### src/rtl/proc_pkg.sv
// Shared processor-datapath types: default word width, word type and the
// two-state read-output encoding used by the register bank.
package proc_pkg;

    localparam int WIDTH_DEFAULT    = 16;
    localparam int NUM_REGS_DEFAULT = 8;

    typedef logic [15:0] word_t;

    typedef enum logic {
        RD_EMPTY = 1'b0,
        RD_FULL  = 1'b1
    } rd_state_e;

endpackage : proc_pkg

### src/rtl/register_n.sv
// Single-word loadable register with asynchronous active-high clear.
// Holds its value whenever i_load is low.
module register_n #(
    parameter int N = 16
) (
    input  logic         clk,
    input  logic         rst,
    input  logic         i_load,
    input  logic [N-1:0] i_d,
    output logic [N-1:0] o_q
);

    logic [N-1:0] r_q;

    always_ff @(posedge clk or posedge rst) begin
        if (rst) begin
            r_q <= '0;
        end else if (i_load) begin
            r_q <= i_d;
        end
    end

    assign o_q = r_q;

endmodule : register_n

### src/rtl/reg_bank_reader.sv
// Register bank with a never-stalling write port and a one-deep,
// valid/ready handshaked read port driving a registered datapath bus.
module reg_bank_reader
    import proc_pkg::*;
#(
    parameter int  WIDTH    = WIDTH_DEFAULT,
    parameter int  NUM_REGS = NUM_REGS_DEFAULT,
    localparam int ADDR_W   = $clog2(NUM_REGS)
) (
    input  logic              clk,
    input  logic              rst_n,
    input  logic              wr_en,
    input  logic [ADDR_W-1:0] wr_addr,
    input  logic [WIDTH-1:0]  wr_data,
    input  logic              rd_req,
    input  logic [ADDR_W-1:0] rd_addr,
    output logic              rd_req_ready,
    output logic              rd_valid,
    output logic [WIDTH-1:0]  rd_data,
    input  logic              rd_ready,
    output logic [WIDTH-1:0]  bus_out
);

    logic              w_rst;
    logic [WIDTH-1:0]  w_regs [NUM_REGS];
    logic              w_accept;
    logic              w_bypass;
    logic [WIDTH-1:0]  w_rd_word;

    rd_state_e         r_state;
    logic              r_rd_valid;
    logic [WIDTH-1:0]  r_rd_data;
    logic [WIDTH-1:0]  r_bus_out;

    // Storage registers clear asynchronously on the active-high form of rst_n.
    assign w_rst = ~rst_n;

    generate
        for (genvar gi = 0; gi < NUM_REGS; gi++) begin : g_reg
            logic w_load;
            assign w_load = wr_en && (wr_addr == ADDR_W'(gi));

            register_n #(
                .N (WIDTH)
            ) u_reg (
                .clk    (clk),
                .rst    (w_rst),
                .i_load (w_load),
                .i_d    (wr_data),
                .o_q    (w_regs[gi])
            );
        end
    endgenerate

    assign rd_req_ready = !r_rd_valid || rd_ready;
    assign w_accept     = rd_req && rd_req_ready;

    // A same-edge write to the read address wins, so the reader never sees stale data.
    assign w_bypass  = wr_en && (wr_addr == rd_addr);
    assign w_rd_word = w_bypass ? wr_data : w_regs[rd_addr];

    always_ff @(posedge clk or negedge rst_n) begin
        if (!rst_n) begin
            r_state    <= RD_EMPTY;
            r_rd_valid <= 1'b0;
            r_rd_data  <= '0;
            r_bus_out  <= '0;
        end else begin
            case (r_state)
                RD_EMPTY: begin
                    if (w_accept) begin
                        r_state    <= RD_FULL;
                        r_rd_valid <= 1'b1;
                        r_rd_data  <= w_rd_word;
                        r_bus_out  <= w_rd_word;
                    end
                end
                RD_FULL: begin
                    if (rd_ready) begin
                        if (w_accept) begin
                            r_rd_data <= w_rd_word;
                            r_bus_out <= w_rd_word;
                        end else begin
                            // rd_data keeps the consumed word; only the bus is blanked.
                            r_state    <= RD_EMPTY;
                            r_rd_valid <= 1'b0;
                            r_bus_out  <= '0;
                        end
                    end
                end
                default: begin
                    r_state    <= RD_EMPTY;
                    r_rd_valid <= 1'b0;
                    r_bus_out  <= '0;
                end
            endcase
        end
    end

    assign rd_valid = r_rd_valid;
    assign rd_data  = r_rd_data;
    assign bus_out  = r_bus_out;

endmodule : reg_bank_reader
### config.mk
export PLATFORM = sky130hd
export DESIGN_NAME = reg_bank_reader
export DESIGN_NICKNAME = d
export VERILOG_FILES = /design/src/rtl/proc_pkg.sv /design/src/rtl/register_n.sv /design/src/rtl/reg_bank_reader.sv
export SDC_FILE = /design/constraint.sdc
export NUM_CORES = 1
export LEC_CHECK = 0
export ABC_AREA = 0
export BUFFER_PORTS_ARGS = -buffer_cell sky130_fd_sc_hd__buf_2
export CAP_MARGIN = 20
export CORE_MARGIN = 3
export CORE_UTILIZATION = 40
export DETAILED_ROUTE_END_ITERATION = 10
export PLACE_DENSITY = 0.68
export SLEW_MARGIN = 0
export SYNTH_ARGS = -nofsm -noshare
export SYNTH_HDL_FRONTEND = slang
export SYNTH_SLANG_ARGS = --single-unit
### constraint.sdc
create_clock -name clk -period 1.6 [get_ports clk]
set_clock_uncertainty 0.1 [all_clocks]
set_input_delay 0.32 -clock clk [delete_from_list [all_inputs] [get_ports clk]]
set_output_delay 0.32 -clock clk [all_outputs]
set_load 0.005 [all_outputs]
==> results of run 1 <==
## metal layers
layer	vias up	track usage
met1	2385	0.2220
met5	-	0
met4	4	0.06313
li1	1983	-
met2	100	0.3053
met3	29	0.04112
## kinds of logic after synthesis
kind of cell / Yosys count / synth area share
flip-flops: 162 / 0.5494
AND/OR/NAND/NOR: 112 / 0.08801
buffers and inverters: 32 / 0.02866
AO/OA/AOI/OAI: 5 / 0.004238
multiplexers: 176 / 0.3261
XOR/XNOR: 3 / 0.003562
## layout by cell type, fill, tap and decap left out
cell type,Yosys,final
nand3_4,0,1
xnor2_1,3,3
dfrtp_1,162,162
buf_2,14,59
o21ai_1,1,1
dlygate4sd3_1,0,1
clkinv_4,0,1
clkbuf_16,0,18
nand2_1,35,35
nand3_2,11,17
mux2_1,128,109
bufinv_16,0,1
nand3_1,53,46
mux2_4,0,33
nor3_4,1,2
buf_4,2,21
nand4b_1,3,3
a22o_1,1,1
nor3b_4,2,2
inv_1,1,1
o21bai_1,1,1
buf_6,3,1
clkinv_2,0,1
o21ai_0,1,1
nand4_4,1,1
clkinvlp_4,0,4
mux2_2,16,2
inv_6,0,7
and4_1,1,1
mux4_1,17,1
inv_8,0,1
buf_12,2,18
mux4_2,15,31
nand4_1,1,1
a21oi_1,1,1
nor2_1,1,1
and2_4,0,1
nand2b_4,0,1
## flip-flops by register name (all words and copies together) (netlist names)
signal / flops
rd_data: 16
g.u_reg.o_q: 128
bus_out: 16
rd_valid: 1
r_state: 1
## area by class of cell
| type | count | area, sq um |
|---|---|---|
| clock inverter | 15 | 146.4 |
| tap | 229 | 286.5 |
| multi-input combinational | 296 | 3236 |
| inverter | 1 | 3.754 |
| clock buffer | 17 | 425.4 |
| timing repair buffer | 101 | 859.6 |
| fill | 1502 | 9014 |
| sequential | 162 | 4054 |
## report_power, final
| group | total (mW) | leakage (nW) | switching (mW) | internal, mW |
|---|---|---|---|---|
| Sequential | 5.57 | 1.97 | 0.514 | 5.06 |
| Clock | 3.93 | 0.270 | 1.74 | 2.19 |
| Combinational | 2.43 | 1.83 | 1.00 | 1.43 |
| Total | 11.9 | 4.07 | 3.26 | 8.67 |
## what timing repair did
item | in CTS | in global routing
buffers inserted | 0 | 2
gates cloned | 0 | 1
endpoints found under the setup margin | 1 | 6
gates resized for setup | 1 | 6
hold buffers | 1 | 0
pin swaps | 0 | 0
hold endpoints to repair | 32 | 0
## path summary, 6_finish.rpt
path | from | end | slack [ns] | cells after the start
hold / removal | rd_req | r_state$_DFF_PN0_ | 0.11 | 2
hold reg to reg | g_reg[2].u_reg.o_q[3]$_DFFE_PN0P_ | g_reg[2].u_reg.o_q[3]$_DFFE_PN0P_ | 0.38 | 1
setup / recovery | g_reg[1].u_reg.o_q[0]$_DFFE_PN0P_ | bus_out[0]$_DFFE_PN0P_ | 0.05 | 4
min in group asynchronous | rst_n | g_reg[2].u_reg.o_q[1]$_DFFE_PN0P_ | 0.28 | 2
max in group asynchronous | rst_n | g_reg[1].u_reg.o_q[8]$_DFFE_PN0P_ | 0.55 | 3
setup reg to reg | g_reg[1].u_reg.o_q[0]$_DFFE_PN0P_ | bus_out[0]$_DFFE_PN0P_ | 0.05 | 4
==> key figures, run 1 <==
Floorplanning
  • Row count: 49
  • Initial Utilization: 0.4093
  • Die area: 20110 sq um
  • Number of I/O pins: 61
  • Core area: around 18000 sq um
  • Die X: approximately 140 um
  • Die outline height: between 100 and 150 um

Timing
  • Setup-failing EPs final: 0
  • Unrepaired setup endpoints after global routing: no
  • Post-route minimum period: between 1.5 and 2 ns
  • Final period utilization: 0.9675
  • Relative slew slack: 0.7440
  • Fmax: between 0.6 and 0.7 GHz
  • Hold Slack: roughly 0.11 ns
  • Fin. max-slew vios: 0
  • Final WS setup: a little over 0.05 ns
  • Setup Total Neg Slack: 0 ns
  • Final hold vios: 0
  • Pin slew with the least headroom to its limit: 0.3840 ns

Detailed routing
  • Via count: between 4000 and 5000
  • Final WL: about 17000 um
  • Pre-antenna DRT Iters: 4
  • WL met3: around 710 um
  • DRT antenna net count: 0
  • Wire length on met2: between 8000 and 9000 um
  • Via density: between 5 and 6
  • Iteration-0 DRC Markers: 245
  • DRC: 0
  • Max Used Layer: met5
  • Avg WL per Cell: approximately 21 um
  • M1 wire length: 7432 um

Synth
  • Top cell type's share of synthesized area: 0.5494
  • Post-synthesis net count: 517
  • EDFF count, synth: 0
  • Cell with the most instances after synthesis: dfrtp_1
  • Avg Cell Area, Syn: between 15 and 20 sq um
  • Seq/Total Area, Yosys: 0.5494
  • FFs w/ async S/R, synth: 1.000
  • Synth unique cells: 31
  • Most frequent cells after synthesis: dfrtp_1 (162), mux2_1 (128), nand3_1 (53), nand2_1 (35), mux4_1 (17)
  • Yosys Warn Count: 0
  • Mapped Area: around 7400 sq um
  • Ys flop type: dfrtp_1
  • Cell taking the most area after synthesis: dfrtp_1
  • Yosys reg bits: about 160
  • Area contributors post-synth: dfrtp_1 (55%), mux2_1 (20%), mux4_1 (6.1%), mux4_2 (4.6%), nand3_1 (3.6%)
  • Post-synthesis instance total: 490

Global route
  • Initial antenna violation count: 2
  • Remaining global-route overflow: 0
  • Global-route wire length before repair: 27640 um
  • GRT Util Overall: 0.1783
  • Number of global-route vias before repair: 5014
  • Largest net degree at the start of global routing: 48

Power and ir drop
  • P per Cell Area: between 1000 and 1500 nW/um^2
  • Leak: 4.071 nW
  • Power Total: between 10 and 15 mW
  • VDD IR max: approximately 0.00057 V

Place
  • Post-DP HPWL: between 10000 and 15000 um
  • Place WS: -0.2840 ns
  • Placed cells: ~790
  • Placed Instance Area: ~8400 sq um
  • Routability congestion estimate: between 0.7 and 0.8
  • Port Buffer Count: 60

Cells and area
  • Nets: between 600 and 700
  • Layout Utilization: 0.4999
  • Fraction of layout cells with a size suffix above 1: 0.3767
  • Area Overhead vs Synth: 22.13%
  • Final Instance Area: 9011 sq um
  • N_diodes: 0
  • Fin cells: 821

Clock network
  • Clk sinks: about 160
  • Clk slew on worst S/H paths: about 0.07 ns
  • CTS root buffer: clkbuf_16
  • CTS Buf Count: 17
  • # H-tree levels: 4
  • Worst-Skew Late Latency: 0.42 ns
  • CTS tree: built
  • CTS Buffer Depth: 2

Worst setup path
  • Setup CP Type: reg2reg
  • CP Data Arrival Time: ~1.8 ns
  • Crit-path max FO: 2
  • CP Capture Type: register
  • Buf/Inv on CP: 0
  • CP Launch Type: register
  • Largest stage delay on the critical path: 0.52 ns
  • Critical path required time: 1.80 ns
  • Crit-path leading delay family: multiplexers
  • CP max stage cell: mux4_1
  • CP Cell Sequence: mux4_1, mux2_4, nand3_2, nand3_1

Run
  • Max-cap violations: 0

Min path
  • Min-Delay Path Class: in2reg

Status
  • Result of the run: finished clean
(Power assumes the default switching activity.)
==> inputs of run 2 (changes only) <==
==> constraint.sdc (replaced) <==
create_clock -name clk -period 1.6 [get_ports clk]
set_clock_uncertainty 0.1 [all_clocks]
set_input_delay 0.24 -clock clk [delete_from_list [all_inputs] [get_ports clk]]
set_output_delay 0.24 -clock clk [all_outputs]
set_load 0.005 [all_outputs]
==> key figures, run 2 (synthesized netlist as in run 1, its figures left out) <==
Status
  • Result of the run: finished clean

Cells and area
  • Most common cell after layout, fill and taps aside: dfrtp_1
  • Fraction of layout cells with a size suffix above 1: 0.3282 (-0.04848)
  • Nets: 600 (-0.99%)
  • Largest register FFs: 128 (unchanged)
  • Layout Utilization: 0.4927 (-0.007220)
  • Fillers: 1534 (+2.1%)
  • Area Overhead vs Synth: 20.37%
  • Commonest non-fill, non-tap cells in the layout: dfrtp_1 (162), mux2_1 (121), buf_2 (59)
  • N_diodes: 0 (unchanged)

Power and ir drop
  • P per Cell Area: 1351 nW/um^2 (+2.0%)
  • VDD IR max: 0.0007562 V (+33%)
  • Leak: 4.018 nW (-1.3%)
  • Power Total: 11.99 mW (+0.50%)

Place
  • Routability congestion estimate: 0.7671 (+0.31%)
  • Port Buffer Count: 60 (unchanged)
  • Place WS: -0.2983 ns (-0.01433 ns)
  • Post-DP HPWL: 11510 um (+3.6%)

Floorplanning
  • Initial Utilization: 0.4093 (unchanged)
  • Core area: 18020 sq um (unchanged)
  • Row count: 49 (unchanged)
  • Die outline height: 141.8 um (unchanged)
  • Die X: 141.8 um (unchanged)
  • Number of I/O pins: 61 (unchanged)
  • Die area: 20110 sq um (unchanged)

Clock network
  • # H-tree levels: 4 (unchanged)
  • Clk slew on worst S/H paths: 0.06 ns (about the same)
  • CTS Buf Count: 17 (unchanged)
  • CTS root buffer: clkbuf_16
  • CTS Buffer Depth: 2 (unchanged)
  • CTS tree: built
  • Worst-Skew Late Latency: 0.42 ns (about the same)
  • Clk sinks: 162 (unchanged)

Worst setup path
  • Setup CP Type: reg2reg
  • Largest stage delay on the critical path: 0.52 ns (about the same)
  • Crit path from: g_reg[1].u_reg.o_q[4]$_DFFE_PN0P_
  • CP Cell Sequence: mux4_1, mux2_2, nand3_2, nand3_1
  • Critical Path End: bus_out[4]$_DFFE_PN0P_
  • R2r endpoint: bus_out[4]$_DFFE_PN0P_
  • CP Launch Type: register
  • CP max stage cell: mux4_1
  • Internal reg-to-reg setup slack: 0.05 ns (about the same)
  • Crit-path max FO: 2 (unchanged)
  • R2r startpoint: g_reg[1].u_reg.o_q[4]$_DFFE_PN0P_
  • CP Capture Type: register
  • CP Data Arrival Time: 1.75 ns (about the same)
  • Worst-case reg-to-reg path depth: 4 (unchanged)
  • Critical path required time: 1.80 ns (about the same)

Run
  • Max-cap violations: 0 (unchanged)

Global route
  • GRT Util Overall: 0.1755 (-0.002709)
  • Initial antenna violation count: 2 (unchanged)
  • Number of global-route vias before repair: 4810 (-4.1%)
  • Global-route wire length before repair: 27230 um (-1.5%)
  • Largest net degree at the start of global routing: 49 (+2.1%)
  • Remaining global-route overflow: 0 (unchanged)

Timing
  • Fmax: 0.6444 GHz (-0.25%)
  • Final WS setup: 0.04812 ns (-0.003830 ns)
  • Final period utilization: 0.9699 (+0.002394)
  • Relative slew slack: 0.7012 (-0.04274)
  • Pin slew with the least headroom to its limit: 0.4482 ns (+0.06411 ns)
  • Setup-failing EPs final: 0 (unchanged)
  • Post-route minimum period: 1.552 ns (+0.003830 ns)
  • Final hold vios: 0 (unchanged)
  • Fin. max-slew vios: 0 (unchanged)
  • Hold Slack: 0.02665 ns (-0.08469 ns)
  • Unrepaired setup endpoints after global routing: no

Detailed routing
  • Final WL: 16840 um (-3.0%)
  • Iteration-0 DRC Markers: 302 (+23%)
  • Avg WL per Cell: 20.69 um (-2.2%)
  • Via density: 5.541 (+1.1%)
  • DRT antenna net count: 0 (unchanged)
  • DRC: 0 (unchanged)
  • Pre-antenna DRT Iters: 4 (unchanged)
  • Via count: 4510 (+0.20%)

Min path
  • Min-Delay Path Class: in2reg
-- run 2: critical path, delay by kind of cell (launching register included) --
kind | cells | cell delay (ns)
muxes | 2 | 0.81
DFF | 1 | 0.39
and+or+nand+nor | 2 | 0.14
-- run 2: worst min path at each step --
stage | startpoint | end | cells after the start
6_report | rd_req | rd_valid$_DFFE_PN0P_ | 3
5_1_grt | rd_req | rd_valid$_DFFE_PN0P_ | 3
4_1_cts | rd_req | rd_valid$_DFFE_PN0P_ | 3
3_5_place_dp | rst_n | rd_data[1]$_DFFE_PN0P_ | 1
3_3_place_gp | rst_n | rd_data[1]$_DFFE_PN0P_ | 1
2_1_floorplan | rst_n | bus_out[0]$_DFFE_PN0P_ | 0
-- run 2: final cells by class --
cell class / count / area (sq um) / share of cell area
Clock buffer: 19 / 452.9 / 0.05100
Multi-Input combinational cell: 296 / 3177 / 0.3577
Inverter: 1 / 3.754 / 0.0004227
Timing Repair Buffer: 95 / 752.0 / 0.08467
Tap cell: 229 / 286.5 / 0.03226
Sequential cell: 162 / 4054 / 0.4565
Clock inverter: 12 / 155.1 / 0.01747
-- run 2: layer usage --
metal / routed length [um] / global-route usage / share of wire
met5: 27 / 0 / 0.0016
met4: 176 / 0.04798 / 0.010
met3: 943 / 0.04348 / 0.056
met2: 8383 / 0.2866 / 0.50
met1: 7311 / 0.2355 / 0.43
-- run 2: what timing repair did --
action,in CTS,in global routing
resized for setup,0,5
buffers inserted,0,0
setup endpoints to repair,0,7
hold buffers,1,0
endpoints found under the hold margin,40,0
-- run 2: power by group --
group / leakage (nW) / total [mW] / switching (mW) / internal (mW)
clock: 0.296 / 4.16 / 1.63 / 2.54
combinational: 1.75 / 2.28 / 0.979 / 1.30
sequential: 1.97 / 5.55 / 0.491 / 5.06
-- run 2: through the flow --
| step | std cells | setup TNS [ns] | area [sq um] |
|---|---|---|---|
| floorplan | 490 | -0.3999 | 7443 |
| global placement | 781 | -7.585 | 8218 |
| detailed placement | 781 | -7.998 | 8218 |
| CTS | 813 | 0 | 8836 |
| global route | 814 | 0 | 8881 |
| finish | 814 | 0 | 8881 |
==> inputs of run 3 (changes only) <==
--- a/config.mk
+++ b/config.mk
@@ -15,4 +15,5 @@
 export SLEW_MARGIN = 0
 export SYNTH_ARGS = -nofsm -noshare
 export SYNTH_HDL_FRONTEND = slang
+export SYNTH_HIERARCHICAL = 1
 export SYNTH_SLANG_ARGS = --single-unit
==> key figures, run 3 <==
Status
  • Result of the run: finished clean

Worst setup path
  • Critical path required time: 1.80 ns (about the same)
  • R2r endpoint: rd_data[8]$_DFFE_PN0P_
  • Internal reg-to-reg setup slack: 0.01 ns (-0.03 ns)
  • Crit-path max FO: 2 (unchanged)
  • R2r startpoint: g_reg[5].u_reg/o_q[8]$_DFFE_PP0P_
  • CP Capture Type: register
  • CP Data Arrival Time: 1.79 ns (+0.04 ns)
  • Setup CP Type: reg2reg
  • Worst-case reg-to-reg path depth: 4 (unchanged)
  • CP Launch Type: register

Place
  • Placed Instance Area: 8621 sq um (+4.9%)
  • Routability congestion estimate: 0.7949 (+3.6%)
  • Place WS: -0.2731 ns (+0.02516 ns)
  • Port Buffer Count: 60 (unchanged)
  • Post-DP HPWL: 12920 um (+12%)

Timing
  • Setup-failing EPs final: 0 (unchanged)
  • Final period utilization: 0.9909 (+0.02094)
  • Post-route minimum period: 1.585 ns (+0.03351 ns)
  • Relative slew slack: 0.7213 (+0.02008)
  • Final hold vios: 0 (unchanged)
  • Unrepaired setup endpoints after global routing: yes
  • Fmax: 0.6308 GHz (-2.1%)
  • Final WS setup: 0.01462 ns (-0.03351 ns)
  • Fin. max-slew vios: 0 (unchanged)
  • Pin slew with the least headroom to its limit: 0.4180 ns (-0.03012 ns)

Clock network
  • CTS Buffer Depth: 2 (unchanged)
  • Worst-Skew Late Latency: 0.42 ns (about the same)
  • Clk sinks: 162 (unchanged)
  • # H-tree levels: 4 (unchanged)
  • CTS Buf Count: 17 (unchanged)
  • CTS tree: built
  • CTS root buffer: clkbuf_16
  • Clk slew on worst S/H paths: 0.06 ns (about the same)

Global route
  • Remaining global-route overflow: 0 (unchanged)
  • Met3 Use GR: 0.04687 (+0.003387)
  • Met2 Use GR: 0.2869 (+0.0003018)
  • Initial antenna violation count: 2 (unchanged)
  • Largest net degree at the start of global routing: 35 (-29%)
  • Number of global-route vias before repair: 4957 (+3.1%)
  • GRT Util Overall: 0.1830 (+0.007491)
  • Global-route wire length before repair: 30220 um (+11%)
  • Global Route met1 Usage: 0.2569 (+0.02144)
  • GRT busiest layer: met2

Power and ir drop
  • P per Cell Area: 1337 nW/um^2 (-1.0%)
  • VDD IR max: 0.0006704 V (-11%)
  • Power Total: 12.34 mW (+2.9%)
  • Leak: 4.233 nW (+5.3%)

Detailed routing
  • Pre-antenna DRT Iters: 4 (unchanged)
  • Iteration-0 DRC Markers: 342 (+13%)
  • DRC: 0 (unchanged)
  • Avg WL per Cell: 21.88 um (+5.7%)
  • DRT antenna net count: 0 (unchanged)
  • Via count: 4656 (+3.2%)
  • Via density: 5.389 (-2.7%)
  • Final WL: 18900 um (+12%)

Synth
  • Avg Cell Area, Syn: 15.58 sq um (+3.5%)
  • FFs w/ async S/R, synth: 1.000 (unchanged)
  • Post-synthesis net count: 533 (+3.1%)
  • Yosys Warn Count: 6 (+6)
  • Synth unique cells: 27 (-13%)
  • Cell with the most instances after synthesis: dfrtp_1
  • Most frequent cells after synthesis: dfrtp_1 (162), mux2_4 (80), mux2_2 (64), nand3_1 (50), nand2_1 (36)
  • Cell taking the most area after synthesis: dfrtp_1
  • Top cell type's share of synthesized area: 0.5143 (-0.03515)
  • Mapped Area: 7883 sq um (+6.8%)
  • Area contributors post-synth: dfrtp_1 (51%), mux2_4 (15%), mux2_2 (9.1%), mux4_1 (7.7%), nand3_1 (3.2%)
  • EDFF count, synth: 0 (unchanged)
  • Yosys reg bits: 162 (unchanged)
  • Post-synthesis instance total: 506 (+3.3%)
  • Seq/Total Area, Yosys: 0.5143 (-0.03515)
  • Ys flop type: dfrtp_1

Cells and area
  • Commonest non-fill, non-tap cells in the layout: dfrtp_1 (162), mux2_4 (92), buf_2 (60)
  • Final Instance Area: 9231 sq um (+3.9%)
  • Most common cell after layout, fill and taps aside: dfrtp_1
  • Nets: 621 (+3.5%)
  • Fraction of layout cells with a size suffix above 1: 0.5340 (+0.2058)
  • Area Overhead vs Synth: 17.11%
  • Largest register FFs: 128 (unchanged)

Min path
  • Hold Crit Start: rd_ready
  • WHS Endpoint: r_state$_DFF_PN0_
  • Hold depth: 3 (unchanged)
  • Min-Delay Path Class: in2reg

Floorplanning
  • Die outline height: 146.4 um (+3.2%)
  • Core area: 19020 sq um (+5.5%)
  • Die X: 146.4 um (+3.2%)
  • Row count: 50 (+2.0%)
  • Die area: 21430 sq um (+6.5%)
  • Number of I/O pins: 61 (unchanged)
  • Initial Utilization: 0.4145 (+0.005130)

Run
  • Max-cap violations: 0 (unchanged)
run 3: cell types whose count changed after synthesis, moves of 6 or more:
cell	previous run	this run
buf_2	14	5
buf_12	2	11
buf_6	3	9
inv_1	1	10
mux2_4	0	80
mux2_2	16	64
mux4_2	15	9
mux4_1	17	23
mux2_1	128	0
nor2_1	1	7
run 3: worst max-delay path, stage by stage (launching register included):
cell and delay (ns):
dfrtp_1 0.40, mux4_2 0.48, mux2_4 0.32, nand3_4 0.10, nand3_2 0.06
run 3: final cells by class:
type / count / area (sq um)
diodes: 1 / 2.502
clock buffers: 21 / 440.4
clock inverters: 7 / 112.6
fillers: 1639 / 9787
inverters: 10 / 37.54
multi-input cells: 299 / 3448
flip-flops and latches: 162 / 4054
well taps: 260 / 325.3
repair buffers: 104 / 810.8
run 3: how the worst max path moves through the flow:
stage | start | to | slack [ns] | depth (start not counted)
5_1_grt | g_reg[5].u_reg/o_q[8]$_DFFE_PP0P_ | rd_data[8]$_DFFE_PN0P_ | -0.02 | 4
3_3_place_gp | rd_addr[0] | rd_data[3]$_DFFE_PN0P_ | -0.25 | 6
4_1_cts | g_reg[7].u_reg/o_q[3]$_DFFE_PP0P_ | bus_out[3]$_DFFE_PN0P_ | 0.01 | 4
3_5_place_dp | rd_addr[0] | bus_out[3]$_DFFE_PN0P_ | -0.27 | 6
6_report | g_reg[5].u_reg/o_q[8]$_DFFE_PP0P_ | rd_data[8]$_DFFE_PN0P_ | 0.01 | 4
2_1_floorplan | rd_addr[0] | bus_out[5]$_DFFE_PN0P_ | -0.03 | 6
run 3: power breakdown:
| group | internal, mW | switching [mW] | total, mW |
|---|---|---|---|
| Combinational | 1.70 | 1.06 | 2.76 |
| Clock | 2.41 | 1.53 | 3.94 |
| Sequential | 5.07 | 0.572 | 5.64 |
run 3: cell families after synthesis:
group,Yosys count,share of synthesized area
AOI/OAI and AO/OA,5,0.003967
xor gates and xnor gates,3,0.003334
buffers and inverters,45,0.05397
DFF,162,0.5143
muxes,176,0.3462
and+or+nand+nor,115,0.07826
run 3: timing repair:
action / 4_1_cts / 5_1_grt
setup endpoints to repair: 0 / 18
gates resized for setup: 0 / 21
hold buffers: 2 / 0
hold endpoints to repair: 139 / 0
buffers inserted: 0 / 2
run 3: through the flow:
step	std cells	setup TNS (ns)	hold WS (ns)	utilization
finish	864	0	0.08941	0.4854
detailed placement	831	-7.506	0.1711	0.4533
CTS	861	0	0.07106	0.4834
global route	863	-0.03727	0.08808	0.4853
global placement	831	-7.066	0.1671	0.4533
floorplan	506	-0.6304	-0.1556	-
run 3: layer usage:
layer,wire [um],vias up
met5,27,-
met3,1251,23
met4,200,4
met2,9062,159
met1,8359,2463
li1,-,2007
